File: config.mk
export PLATFORM = sky130hd
export DESIGN_NAME = tlu_run_ctrl_flat
export DESIGN_NICKNAME = d
export VERILOG_FILES = /design/src/rtl/tlu_run_ctrl_pkg.sv /design/src/rtl/tlu_run_ctrl_if.sv /design/src/rtl/tlu_sat_counter.sv /design/src/rtl/tlu_run_ctrl.sv /design/src/flat_wrapper.sv
export SDC_FILE = /design/constraint.sdc
export NUM_CORES = 1
export LEC_CHECK = 0
export BUFFER_PORTS_ARGS = -buffer_cell sky130_fd_sc_hd__buf_2
export CAP_MARGIN = 20
export CORE_ASPECT_RATIO = 1.5
export CORE_MARGIN = 3
export CORE_UTILIZATION = 58
export DETAILED_ROUTE_END_ITERATION = 10
export PLACE_DENSITY_LB_ADDON = 0.15
export SYNTH_ARGS = -nofsm -noshare
export SYNTH_HDL_FRONTEND = slang
export SYNTH_SLANG_ARGS = --single-unit
export TNS_END_PERCENT = 30
File: constraint.sdc
create_clock -name CLK40 -period 7.3 [get_ports CLK40]
set_input_delay 1.825 -clock CLK40 [delete_from_list [all_inputs] [get_ports CLK40]]
set_output_delay 1.825 -clock CLK40 [all_outputs]
set_load 0.01 [all_outputs]
File: src/rtl/tlu_run_ctrl_pkg.sv
// ---------------------------------------------------------------------------
// tlu_run_pkg
// Shared definitions for the TLU run controller: state encoding, default
// counter widths and the channel-readiness helper used by the drain logic.
// ---------------------------------------------------------------------------
package tlu_run_pkg;

  localparam int DEF_CNT_WIDTH   = 32;
  localparam int DEF_DRAIN_WIDTH = 16;
  localparam int N_CHAN          = 6;

  // Encoding is visible to software through the STATE output.
  typedef enum logic [1:0] {
    ST_IDLE  = 2'd0,
    ST_ARM   = 2'd1,
    ST_RUN   = 2'd2,
    ST_DRAIN = 2'd3
  } tlu_state_t;

  // A disabled channel is treated as ready so it can never block a drain.
  function automatic logic chan_all_ready(input logic [N_CHAN-1:0] ready,
                                          input logic [N_CHAN-1:0] en);
    return &(ready | ~en);
  endfunction

endpackage

File: src/rtl/tlu_run_ctrl_if.sv
// ---------------------------------------------------------------------------
// tlu_run_ctrl_if
// Command, configuration, datapath-status and run-status signals of the TLU
// run controller.
//   master : run-control software side plus the trigger datapath / DUT status
//   slave  : the run controller itself
// ---------------------------------------------------------------------------
interface tlu_run_ctrl_if
  import tlu_run_pkg::*;
#(
  parameter int CNT_WIDTH   = DEF_CNT_WIDTH,
  parameter int DRAIN_WIDTH = DEF_DRAIN_WIDTH
);

  logic                   CMD_START;
  logic                   CMD_STOP;
  logic [CNT_WIDTH-1:0]   CONF_MAX_TRIGGERS;
  logic [CNT_WIDTH-1:0]   CONF_RUN_TIME;
  logic [DRAIN_WIDTH-1:0] CONF_DRAIN_TIMEOUT;
  logic [N_CHAN-1:0]      CONF_EN_OUTPUT;
  logic                   TRIG_PULSE;
  logic [N_CHAN-1:0]      DUT_READY;
  logic                   DATA_EMPTY;

  logic                   RUN_START;
  logic                   TRIG_ENABLE;
  logic [1:0]             STATE;
  logic [CNT_WIDTH-1:0]   RUN_TRIG_CNT;
  logic [CNT_WIDTH-1:0]   RUN_TIME_CNT;
  logic                   DONE;
  logic                   DRAIN_TIMEOUT;

  modport master (
    output CMD_START, CMD_STOP, CONF_MAX_TRIGGERS, CONF_RUN_TIME,
           CONF_DRAIN_TIMEOUT, CONF_EN_OUTPUT, TRIG_PULSE, DUT_READY, DATA_EMPTY,
    input  RUN_START, TRIG_ENABLE, STATE, RUN_TRIG_CNT, RUN_TIME_CNT, DONE,
           DRAIN_TIMEOUT
  );

  modport slave (
    input  CMD_START, CMD_STOP, CONF_MAX_TRIGGERS, CONF_RUN_TIME,
           CONF_DRAIN_TIMEOUT, CONF_EN_OUTPUT, TRIG_PULSE, DUT_READY, DATA_EMPTY,
    output RUN_START, TRIG_ENABLE, STATE, RUN_TRIG_CNT, RUN_TIME_CNT, DONE,
           DRAIN_TIMEOUT
  );

endinterface

File: src/rtl/tlu_sat_counter.sv
// ---------------------------------------------------------------------------
// tlu_sat_counter
// Up-counter with synchronous clear (priority over enable) that sticks at
// all-ones instead of wrapping.
//   clk   : clock
//   rst_n : asynchronous active-low reset (already deassertion-synchronised)
//   clr   : clear to zero
//   en    : count enable
//   cnt   : registered count
// ---------------------------------------------------------------------------
module tlu_sat_counter #(
  parameter int WIDTH = 32
) (
  input  logic             clk,
  input  logic             rst_n,
  input  logic             clr,
  input  logic             en,
  output logic [WIDTH-1:0] cnt
);

  localparam logic [WIDTH-1:0] ONE = WIDTH'(1);

  logic [WIDTH-1:0] cnt_reg;

  always_ff @(posedge clk or negedge rst_n) begin
    if (!rst_n) begin
      cnt_reg <= '0;
    end else if (clr) begin
      cnt_reg <= '0;
    end else if (en && (cnt_reg != '1)) begin
      cnt_reg <= cnt_reg + ONE;
    end
  end

  assign cnt = cnt_reg;

endmodule

File: src/rtl/tlu_run_ctrl.sv
// ---------------------------------------------------------------------------
// tlu_run_ctrl
// Run sequencer for the TLU: IDLE -> ARM -> RUN -> DRAIN -> IDLE.
// ARM lasts one cycle, pulses RUN_START, snapshots the run limits and clears
// the counters and status flags. RUN gates trigger generation and ends on a
// stop command, trigger limit or run-time limit. DRAIN waits for the record
// FIFO to empty and the enabled DUT channels to be ready, with an optional
// timeout.
//   CLK40 : clock
//   RST_N : asynchronous active-low reset (deassertion synchronised here)
//   bus   : commands, configuration, datapath status in; run status out
// ---------------------------------------------------------------------------
module tlu_run_ctrl
  import tlu_run_pkg::*;
#(
  parameter int CNT_WIDTH   = DEF_CNT_WIDTH,
  parameter int DRAIN_WIDTH = DEF_DRAIN_WIDTH
) (
  input logic           CLK40,
  input logic           RST_N,
  tlu_run_ctrl_if.slave bus
);

  localparam logic [CNT_WIDTH-1:0]   CNT_ONE   = CNT_WIDTH'(1);
  localparam logic [DRAIN_WIDTH-1:0] DRAIN_ONE = DRAIN_WIDTH'(1);

  // Reset asserts immediately but releases only on a clock edge, two flops
  // deep, so no register leaves reset on a metastable release.
  logic [1:0] rst_sync_reg;
  logic       rst_n_int;

  always_ff @(posedge CLK40 or negedge RST_N) begin
    if (!RST_N) begin
      rst_sync_reg <= 2'b00;
    end else begin
      rst_sync_reg <= {rst_sync_reg[0], 1'b1};
    end
  end

  assign rst_n_int = rst_sync_reg[1];

  tlu_state_t             state_reg, state_next;
  logic [CNT_WIDTH-1:0]   max_trig_reg;
  logic [CNT_WIDTH-1:0]   run_time_reg;
  logic [DRAIN_WIDTH-1:0] drain_to_reg;
  logic                   run_start_reg;
  logic                   trig_enable_reg;
  logic                   done_reg, done_next;
  logic                   timeout_reg, timeout_next;

  logic [CNT_WIDTH-1:0]   trig_cnt, time_cnt;
  logic [DRAIN_WIDTH-1:0] drain_cnt;

  logic arm_entry;
  logic trig_hit, time_hit, stop_run;
  logic drain_ok, drain_to_hit;

  // Limits compare against count+1 so the state change lands on the edge
  // that completes the Nth trigger / Nth RUN cycle / Nth DRAIN cycle.
  assign trig_hit     = (max_trig_reg != '0) && bus.TRIG_PULSE &&
                        ((trig_cnt + CNT_ONE) == max_trig_reg);
  assign time_hit     = (run_time_reg != '0) &&
                        ((time_cnt + CNT_ONE) == run_time_reg);
  assign stop_run     = bus.CMD_STOP || trig_hit || time_hit;
  assign drain_ok     = bus.DATA_EMPTY &&
                        chan_all_ready(bus.DUT_READY, bus.CONF_EN_OUTPUT);
  assign drain_to_hit = (drain_to_reg != '0) &&
                        ((drain_cnt + DRAIN_ONE) == drain_to_reg);

  always_comb begin
    state_next   = state_reg;
    done_next    = done_reg;
    timeout_next = timeout_reg;
    case (state_reg)
      ST_IDLE: begin
        if (bus.CMD_START) state_next = ST_ARM;
      end
      ST_ARM: begin
        state_next = ST_RUN;
      end
      ST_RUN: begin
        // Stop outranks a restart request in the same cycle.
        if (stop_run)           state_next = ST_DRAIN;
        else if (bus.CMD_START) state_next = ST_ARM;
      end
      ST_DRAIN: begin
        if (drain_ok || bus.CMD_STOP) begin
          state_next = ST_IDLE;
          done_next  = 1'b1;
        end else if (drain_to_hit) begin
          state_next   = ST_IDLE;
          done_next    = 1'b1;
          timeout_next = 1'b1;
        end
      end
      default: state_next = ST_IDLE;
    endcase
    // Entering ARM starts a fresh run: status flags go back to zero.
    if (state_next == ST_ARM) begin
      done_next    = 1'b0;
      timeout_next = 1'b0;
    end
  end

  assign arm_entry = (state_next == ST_ARM);

  always_ff @(posedge CLK40 or negedge rst_n_int) begin
    if (!rst_n_int) begin
      state_reg       <= ST_IDLE;
      run_start_reg   <= 1'b0;
      trig_enable_reg <= 1'b0;
      done_reg        <= 1'b0;
      timeout_reg     <= 1'b0;
      max_trig_reg    <= '0;
      run_time_reg    <= '0;
      drain_to_reg    <= '0;
    end else begin
      state_reg       <= state_next;
      // Decoded from the next state so the outputs line up with STATE.
      run_start_reg   <= (state_next == ST_ARM);
      trig_enable_reg <= (state_next == ST_RUN);
      done_reg        <= done_next;
      timeout_reg     <= timeout_next;
      if (state_reg == ST_ARM) begin
        max_trig_reg <= bus.CONF_MAX_TRIGGERS;
        run_time_reg <= bus.CONF_RUN_TIME;
        drain_to_reg <= bus.CONF_DRAIN_TIMEOUT;
      end
    end
  end

  tlu_sat_counter #(.WIDTH(CNT_WIDTH)) u_trig_cnt (
    .clk   (CLK40),
    .rst_n (rst_n_int),
    .clr   (arm_entry),
    .en    ((state_reg == ST_RUN) && bus.TRIG_PULSE),
    .cnt   (trig_cnt)
  );

  tlu_sat_counter #(.WIDTH(CNT_WIDTH)) u_time_cnt (
    .clk   (CLK40),
    .rst_n (rst_n_int),
    .clr   (arm_entry),
    .en    (state_reg == ST_RUN),
    .cnt   (time_cnt)
  );

  tlu_sat_counter #(.WIDTH(DRAIN_WIDTH)) u_drain_cnt (
    .clk   (CLK40),
    .rst_n (rst_n_int),
    .clr   (arm_entry),
    .en    (state_reg == ST_DRAIN),
    .cnt   (drain_cnt)
  );

  assign bus.RUN_START     = run_start_reg;
  assign bus.TRIG_ENABLE   = trig_enable_reg;
  assign bus.STATE         = state_reg;
  assign bus.RUN_TRIG_CNT  = trig_cnt;
  assign bus.RUN_TIME_CNT  = time_cnt;
  assign bus.DONE          = done_reg;
  assign bus.DRAIN_TIMEOUT = timeout_reg;

endmodule

File: src/flat_wrapper.sv
// flat-port wrapper written by rule: the top's interface ports become plain ports
module tlu_run_ctrl_flat import tlu_run_pkg::*;
#(
  parameter int CNT_WIDTH   = DEF_CNT_WIDTH,
  parameter int DRAIN_WIDTH = DEF_DRAIN_WIDTH
)
  (CLK40, RST_N, bus_CMD_START, bus_CMD_STOP, bus_CONF_MAX_TRIGGERS, bus_CONF_RUN_TIME, bus_CONF_DRAIN_TIMEOUT, bus_CONF_EN_OUTPUT, bus_TRIG_PULSE, bus_DUT_READY, bus_DATA_EMPTY, bus_RUN_START, bus_TRIG_ENABLE, bus_STATE, bus_RUN_TRIG_CNT, bus_RUN_TIME_CNT, bus_DONE, bus_DRAIN_TIMEOUT);
  tlu_run_ctrl_if #(.CNT_WIDTH(CNT_WIDTH), .DRAIN_WIDTH(DRAIN_WIDTH)) bus_i ();
  input logic CLK40;
  input logic RST_N;
  input wire logic [$bits(bus_i.CMD_START)-1:0] bus_CMD_START;
  input wire logic [$bits(bus_i.CMD_STOP)-1:0] bus_CMD_STOP;
  input wire logic [$bits(bus_i.CONF_MAX_TRIGGERS)-1:0] bus_CONF_MAX_TRIGGERS;
  input wire logic [$bits(bus_i.CONF_RUN_TIME)-1:0] bus_CONF_RUN_TIME;
  input wire logic [$bits(bus_i.CONF_DRAIN_TIMEOUT)-1:0] bus_CONF_DRAIN_TIMEOUT;
  input wire logic [$bits(bus_i.CONF_EN_OUTPUT)-1:0] bus_CONF_EN_OUTPUT;
  input wire logic [$bits(bus_i.TRIG_PULSE)-1:0] bus_TRIG_PULSE;
  input wire logic [$bits(bus_i.DUT_READY)-1:0] bus_DUT_READY;
  input wire logic [$bits(bus_i.DATA_EMPTY)-1:0] bus_DATA_EMPTY;
  output wire logic [$bits(bus_i.RUN_START)-1:0] bus_RUN_START;
  output wire logic [$bits(bus_i.TRIG_ENABLE)-1:0] bus_TRIG_ENABLE;
  output wire logic [$bits(bus_i.STATE)-1:0] bus_STATE;
  output wire logic [$bits(bus_i.RUN_TRIG_CNT)-1:0] bus_RUN_TRIG_CNT;
  output wire logic [$bits(bus_i.RUN_TIME_CNT)-1:0] bus_RUN_TIME_CNT;
  output wire logic [$bits(bus_i.DONE)-1:0] bus_DONE;
  output wire logic [$bits(bus_i.DRAIN_TIMEOUT)-1:0] bus_DRAIN_TIMEOUT;
  assign bus_i.CMD_START = bus_CMD_START;
  assign bus_i.CMD_STOP = bus_CMD_STOP;
  assign bus_i.CONF_MAX_TRIGGERS = bus_CONF_MAX_TRIGGERS;
  assign bus_i.CONF_RUN_TIME = bus_CONF_RUN_TIME;
  assign bus_i.CONF_DRAIN_TIMEOUT = bus_CONF_DRAIN_TIMEOUT;
  assign bus_i.CONF_EN_OUTPUT = bus_CONF_EN_OUTPUT;
  assign bus_i.TRIG_PULSE = bus_TRIG_PULSE;
  assign bus_i.DUT_READY = bus_DUT_READY;
  assign bus_i.DATA_EMPTY = bus_DATA_EMPTY;
  assign bus_RUN_START = bus_i.RUN_START;
  assign bus_TRIG_ENABLE = bus_i.TRIG_ENABLE;
  assign bus_STATE = bus_i.STATE;
  assign bus_RUN_TRIG_CNT = bus_i.RUN_TRIG_CNT;
  assign bus_RUN_TIME_CNT = bus_i.RUN_TIME_CNT;
  assign bus_DONE = bus_i.DONE;
  assign bus_DRAIN_TIMEOUT = bus_i.DRAIN_TIMEOUT;
  tlu_run_ctrl #(.CNT_WIDTH(CNT_WIDTH), .DRAIN_WIDTH(DRAIN_WIDTH)) u_core (.CLK40(CLK40), .RST_N(RST_N), .bus(bus_i));
endmodule
# Yosys cells after proc, flatten, opt, wreduce, memory -nomap -nowiden
# Cells that the tools add are included.
dict set report word_totals {
  out_inout_bits 70
  in_bits 98
  ff_bits 168
}
dict set report op_classes {
  n_eq_ne 12
  reduce_logical 25
  bitwise_logic 2
  n_addsub 3
  n_mux 18
}
# op count
set ops {}
lappend ops {{32-bit two-way mux} 4}
lappend ops {{32-bit by 1-bit adder with 32-bit output (second input constant)} 2}
lappend ops {{32-bit equality test} 2}
lappend ops {{32-bit inequality test (second input constant)} 2}
lappend ops {{32-bit nonzero test} 2}
lappend ops {{16-bit two-way mux} 2}
lappend ops {{16-bit by 1-bit adder with 16-bit output (second input constant)} 1}
lappend ops {{16-bit equality test} 1}
lappend ops {{16-bit inequality test (second input constant)} 1}
lappend ops {{16-bit nonzero test} 1}
lappend ops {{2-bit nonzero test} 5}
lappend ops {{1-bit logical AND} 9}
lappend ops {{2-bit two-way mux} 4}
lappend ops {{2-bit one-hot mux with 4 select lines} 1}
lappend ops {{1-bit two-way mux} 7}
lappend ops {{2-bit equality test (second input constant)} 3}
lappend ops {{6-bit inverter} 1}
lappend ops {{6-bit OR} 1}
lappend ops {{6-bit AND reduction} 1}
lappend ops {{2-bit by 1-bit equality test with 1-bit output (second input constant)} 2}
lappend ops {{1-bit logical OR} 3}
lappend ops {{3-bit AND reduction} 1}
lappend ops {{3-bit nonzero test} 1}
lappend ops {{2-bit zero test} 1}
lappend ops {{2 further kinds} 2}

# Longest topological paths before layout
dict set report logic_depth {
  word_depth 10
  ltp_mapped 13
  depth_no_buf 10
}

# Cells and area by module
# A second synthesis with hierarchy kept.
dict set report hier_totals {
  hier_cells 1129
  area_unflattened_um2 10885.4
}
# mod cells_each area_each_um2 instances seq_area_each_um2
set modules_own_cells {}
lappend modules_own_cells {tlu_run_ctrl 635 6234.7 1 2202.1}
lappend modules_own_cells {{tlu_sat_counter at u_core.u_time_cnt ...} 198 1854.3 2 800.8}
lappend modules_own_cells {{tlu_sat_counter at u_core.u_drain_cnt} 98 942.2 1 400.4}

# Worst setup path before layout
# OpenSTA, ideal clock, no wires.
dict set report synth_timing {
  path_type {register -> register}
  start {register u_core.u_time_cnt.cnt_reg[0] (netlist: u_core.u_time_cnt.cnt[0])}
  end {register u_core.u_trig_cnt.cnt_reg[15] (netlist: u_core.u_trig_cnt.cnt[15])}
  t_arrival_ns 3.295
  slack_ns 3.862
  stages_incl_launch_ff 13
  path_cell_list {dfrtp_1 ha_1 clkbuf_1 nand4_1 nor4_2 nand4_1 mux2_2 o31ai_1 o41ai_1 a41o_1 nor3_4 buf_6 nor3_2}
}
dict set report synth_between {
  elab_chain_len 8
  elab_cells_between_ends 9
}
# item line
set synth_lines {}
lappend synth_lines {{start, declared} tlu_sat_counter.sv:23} ;# logic [WIDTH-1:0] cnt_reg;
lappend synth_lines {{start signal, assigned} tlu_sat_counter.sv:31} ;# cnt_reg <= cnt_reg + ONE;
lappend synth_lines {{32-bit by 1-bit adder with 32-bit output (*)} tlu_run_ctrl.sv:63} ;# ((time_cnt + CNT_ONE) == run_time_reg);
lappend synth_lines {{32-bit equality test (*)} tlu_run_ctrl.sv:63}
lappend synth_lines {{1-bit logical AND (*)} tlu_run_ctrl.sv:62} ;# assign time_hit = (run_time_reg != '0) &&
lappend synth_lines {{1-bit logical OR (*)} tlu_run_ctrl.sv:64} ;# assign stop_run = bus.CMD_STOP || trig_hit || time_hit;
lappend synth_lines {{2-bit two-way mux (*)} tlu_run_ctrl.sv:83} ;# if (stop_run) state_next = ST_DRAIN;
lappend synth_lines {{2-bit one-hot mux with 4 select lines (*)} tlu_run_ctrl.sv:74} ;# case (state_reg)
lappend synth_lines {{2-bit by 1-bit equality test with 1-bit output (*)} tlu_run_ctrl.sv:105} ;# assign arm_entry = (state_next == ST_ARM);
lappend synth_lines {{32-bit two-way mux or 2-bit nonzero test (tied branches)} n/a}
lappend synth_lines {{end signal, assigned} tlu_sat_counter.sv:31}
lappend synth_lines {{end, declared} tlu_sat_counter.sv:23}
# Every way passes the cells marked *; elsewhere a longest branch is shown, timed or not.
# A chain may end at the register's enable or synchronous reset.

# Worst setup path in the final report
dict set report layout_timing {
  start {register u_core.u_trig_cnt.cnt_reg[0] (netlist: u_core.u_trig_cnt.cnt[0])}
  end {register u_core.u_trig_cnt.cnt_reg[24] (netlist: u_core.u_trig_cnt.cnt[24])}
}
dict set report layout_between {
  elab_chain_len 9
  elab_cells_between_ends 13
}
# item line
set layout_lines {}
lappend layout_lines {{32-bit by 1-bit adder with 32-bit output} {tlu_sat_counter.sv:31, tlu_run_ctrl.sv:61}}
lappend layout_lines {{32-bit equality test} tlu_run_ctrl.sv:61} ;# ((trig_cnt + CNT_ONE) == max_trig_reg);
lappend layout_lines {{1-bit logical AND} tlu_run_ctrl.sv:60} ;# assign trig_hit = (max_trig_reg != '0) && bus.TRIG_PULSE &&
lappend layout_lines {{1-bit logical OR (2 in a row)} tlu_run_ctrl.sv:64}
lappend layout_lines {{2-bit two-way mux} tlu_run_ctrl.sv:83}
lappend layout_lines {{2-bit one-hot mux with 4 select lines} tlu_run_ctrl.sv:74}
lappend layout_lines {{2-bit by 1-bit equality test with 1-bit output} tlu_run_ctrl.sv:105}
lappend layout_lines {{32-bit two-way mux or 2-bit nonzero test (tied branches)} n/a}
# Several ways; a longest one is shown, not always the timed one. The select of a mux whose other input is x is not followed.

==> flow_metrics.tcl <==
set metrics [dict create \
    vias 8391 \
    syn_nets 1146 \
    totalWireLength_mm 26.3 \
    clock-root-buffer "clkbuf_16" \
    synth-edff-count 0 \
    clock-sinks 168 \
    grt_max_degree 75 \
    tightest_slew_ns 0.955 \
    path_cells "ha_1 > nand3_1 > or4_1 > or3_1 > a2111o_1 > nor4_1 > nand4b_1 > nor4b_4 > nor3_4 > buf_4 > nor4_1" \
    critPathLaunchType "flip-flop" \
    grt_usage_pct 27.6 \
    arrival_ns 4.69 \
    power_density_nw_per_um2 311 \
    cts_tree "done" \
    slew_headroom_pct 36.2 \
    die_y_um 171 \
    finClkSkew_ns 0.0128 \
    max_freq_ghz 0.229 \
    finalNetCount 1270 \
    fp-row-count 59 \
    synth.avg_cell_area_um2 10.1 \
    diodes 0 \
    worstHoldPathType "reg2async" \
    routedWlPerCell_um 18.9 \
    dp_slack_ns 2.97 \
    fillers 1459 \
    synth_ff_type "dfrtp_1" \
    cp_common_cell "nor4_1" \
    cap_violations 0 \
    numCtsBuffers 17 \
    startpoint "u_core.u_trig_cnt.cnt[0]" \
    cp_num_buf_inv 1 \
    overflow 0 \
    antenna_found_initial 0 \
    synth_cell_types 68 \
    finalCritPeriodShare_pct 59.8 \
    gp_congestion 0.950 \
    period_minus_slack_ns 4.36 \
    synth-seq-cells 168 \
    finalSetupViolations 0 \
    ctsHtreeMaxLevel 4 \
    post-route-worst-setup-slack_ns 2.94 \
    ir_drop_mv 0.213 \
    status "finished clean" \
    yosysWarnings 0 \
    maxSlewViolCount 0 \
    start_util_pct 60.0 \
    grt_pass1_vias 8530 \
    post_cts_buffers 0 \
    worst_ep_required_time_ns 7.63 \
    yosysSeqAreaShare_pct 39.9 \
    regToRegSetupSlack_ns 2.94 \
    syn_inst 1045 \
    drt_first_iter_violations 558 \
    cp_top_family "simple AND/OR/NAND/NOR gates" \
    io_buffers 167 \
    firstDrtPassIters 5 \
    holdBufCountCts 0 \
    final_layout_size_suffix_gt1_share_pct 32.3 \
    worstSkewPairLatency_ns 0.43 \
    vias_per_cell 6.02 \
    cts_resized 0 \
    hpwl_mm 19.4 \
    hold_viol 0 \
    final_antenna_net_count 0 \
    leakage_nw 5.17 \
    cts_buffer_depth 2 \
    synthesis.area_um2 10500 \
    cts.clk_slew.worst_paths_ns 0.07 \
    worstReg2RegStart "u_core.u_trig_cnt.cnt[0]" \
    critical_path_class "reg2reg" \
    grt_pass1_wl_mm 43.5 \
    slowest_stage "or4_1" \
    end_kind "flip-flop" \
    core_area_um2 17600 \
    worstPathMaxFanout 46 \
    tns_ns 0 \
    route.detailed.drc 0 \
    dieArea_um2 19900 \
    max_stage_delay_ns 0.70 \
    synthArstFlopShare_pct 100 \
    rsz0062_at_grt "false" \
    io_pins 168 \
    area_growth_pct 13.4 \
    die_w_um 116 \
]
-- cells by family after synthesis --
group	synth area share (%)
AND/OR/NAND/NOR	25.3
XOR/XNOR	15.1
flip-flops	39.9
buffers and inverters	4.00
AO/OA/AOI/OAI	6.35
multiplexers	9.01
adder cells (fa/ha/maj)	0.356
other	0.0356
-- worst paths after layout --
kind | endpoint | cells after the start
max | u_core.u_trig_cnt.cnt[24] | 11
min | u_core.drain_to_reg[12] | 0
max reg2reg | u_core.u_trig_cnt.cnt[24] | 11
min reg2reg | u_core.drain_to_reg[12] | 0
max in group asynchronous | u_core.u_time_cnt.cnt[14] | 1
min in group CLK40 | u_core.rst_sync_reg[1] | 0
-- Yosys cell counts, drive strengths merged (10+ instances only) --
| library cell | n | area (um^2) |
|---|---|---|
| nor4 | 38 | 244 |
| clkbuf | 57 | 215 |
| nand2 | 63 | 236 |
| nand3 | 36 | 180 |
| nand4 | 33 | 219 |
| dfrtp | 168 | 4200 |
| buf | 15 | 131 |
| a31oi | 11 | 68.8 |
| inv | 20 | 75.1 |
| o21ai | 13 | 65.1 |
| mux2 | 79 | 890 |
| nor3 | 113 | 967 |
| nor2 | 61 | 229 |
| a21oi | 10 | 50.1 |
| xor2 | 73 | 639 |
| and3 | 13 | 81.3 |
| xnor2 | 109 | 955 |
-- placed cells by master (no fill, tap or decap), drive strengths merged, types with 8 or more instances in the layout --
master	Yosys	routed
and3	13	13
inv	20	25
nor3	113	113
nor2b	9	9
buf	15	177
clkbuf	57	22
xor2	73	73
nand4	33	33
a21oi	10	10
nand2	63	63
nor4	38	38
a31oi	11	11
dfrtp	168	168
mux2	79	79
or3	8	8
and2	9	9
nand3	36	36
nor2	61	61
xnor2	109	109
o21ai	13	13
-- stage by stage --
step                      instance area, um^2  hold slack [ns]  instances  util [%]  power, mW
after floorplan                         10500            0.331       1045         -       2.51
after global placement                  11400            0.340       1363      64.9       2.85
after detailed placement                11400            0.341       1363      64.9       2.88
after CTS                               12000            0.350       1395      68.1       3.75
after global routing                    12000            0.363       1395      68.1       3.95
final                                   12000            0.323       1395      68.1       3.72
-- where the power goes --
group,leakage [nW],internal (mW),switching [mW]
combinational,2.75,0.664,0.662
sequential,2.15,1.20,0.342
clock,0.268,0.462,0.392
total,5.17,2.32,1.40
-- final cells by class --
class	instances	area, um^2	share of cell area [%]
Inverter	20	75.1	0.628
Clock inverter	10	85.1	0.712
Timing Repair Buffer	177	911	7.62
Sequential cell	168	4210	35.2
Clock buffer	22	464	3.88
Tap cell	213	267	2.23
Multi-Input combinational cell	785	5950	49.7
-- metal layers --
layer | track usage (%) | up-vias | routed length (um)
met5 | 0 | - | 0
met4 | 10.5 | 0 | 845
met1 | 33.6 | 4101 | 10600
met3 | 4.74 | 53 | 1240
met2 | 48.3 | 255 | 13600
li1 | - | 3982 | -
No activity file was read; power rests on OpenSTA's default activity.
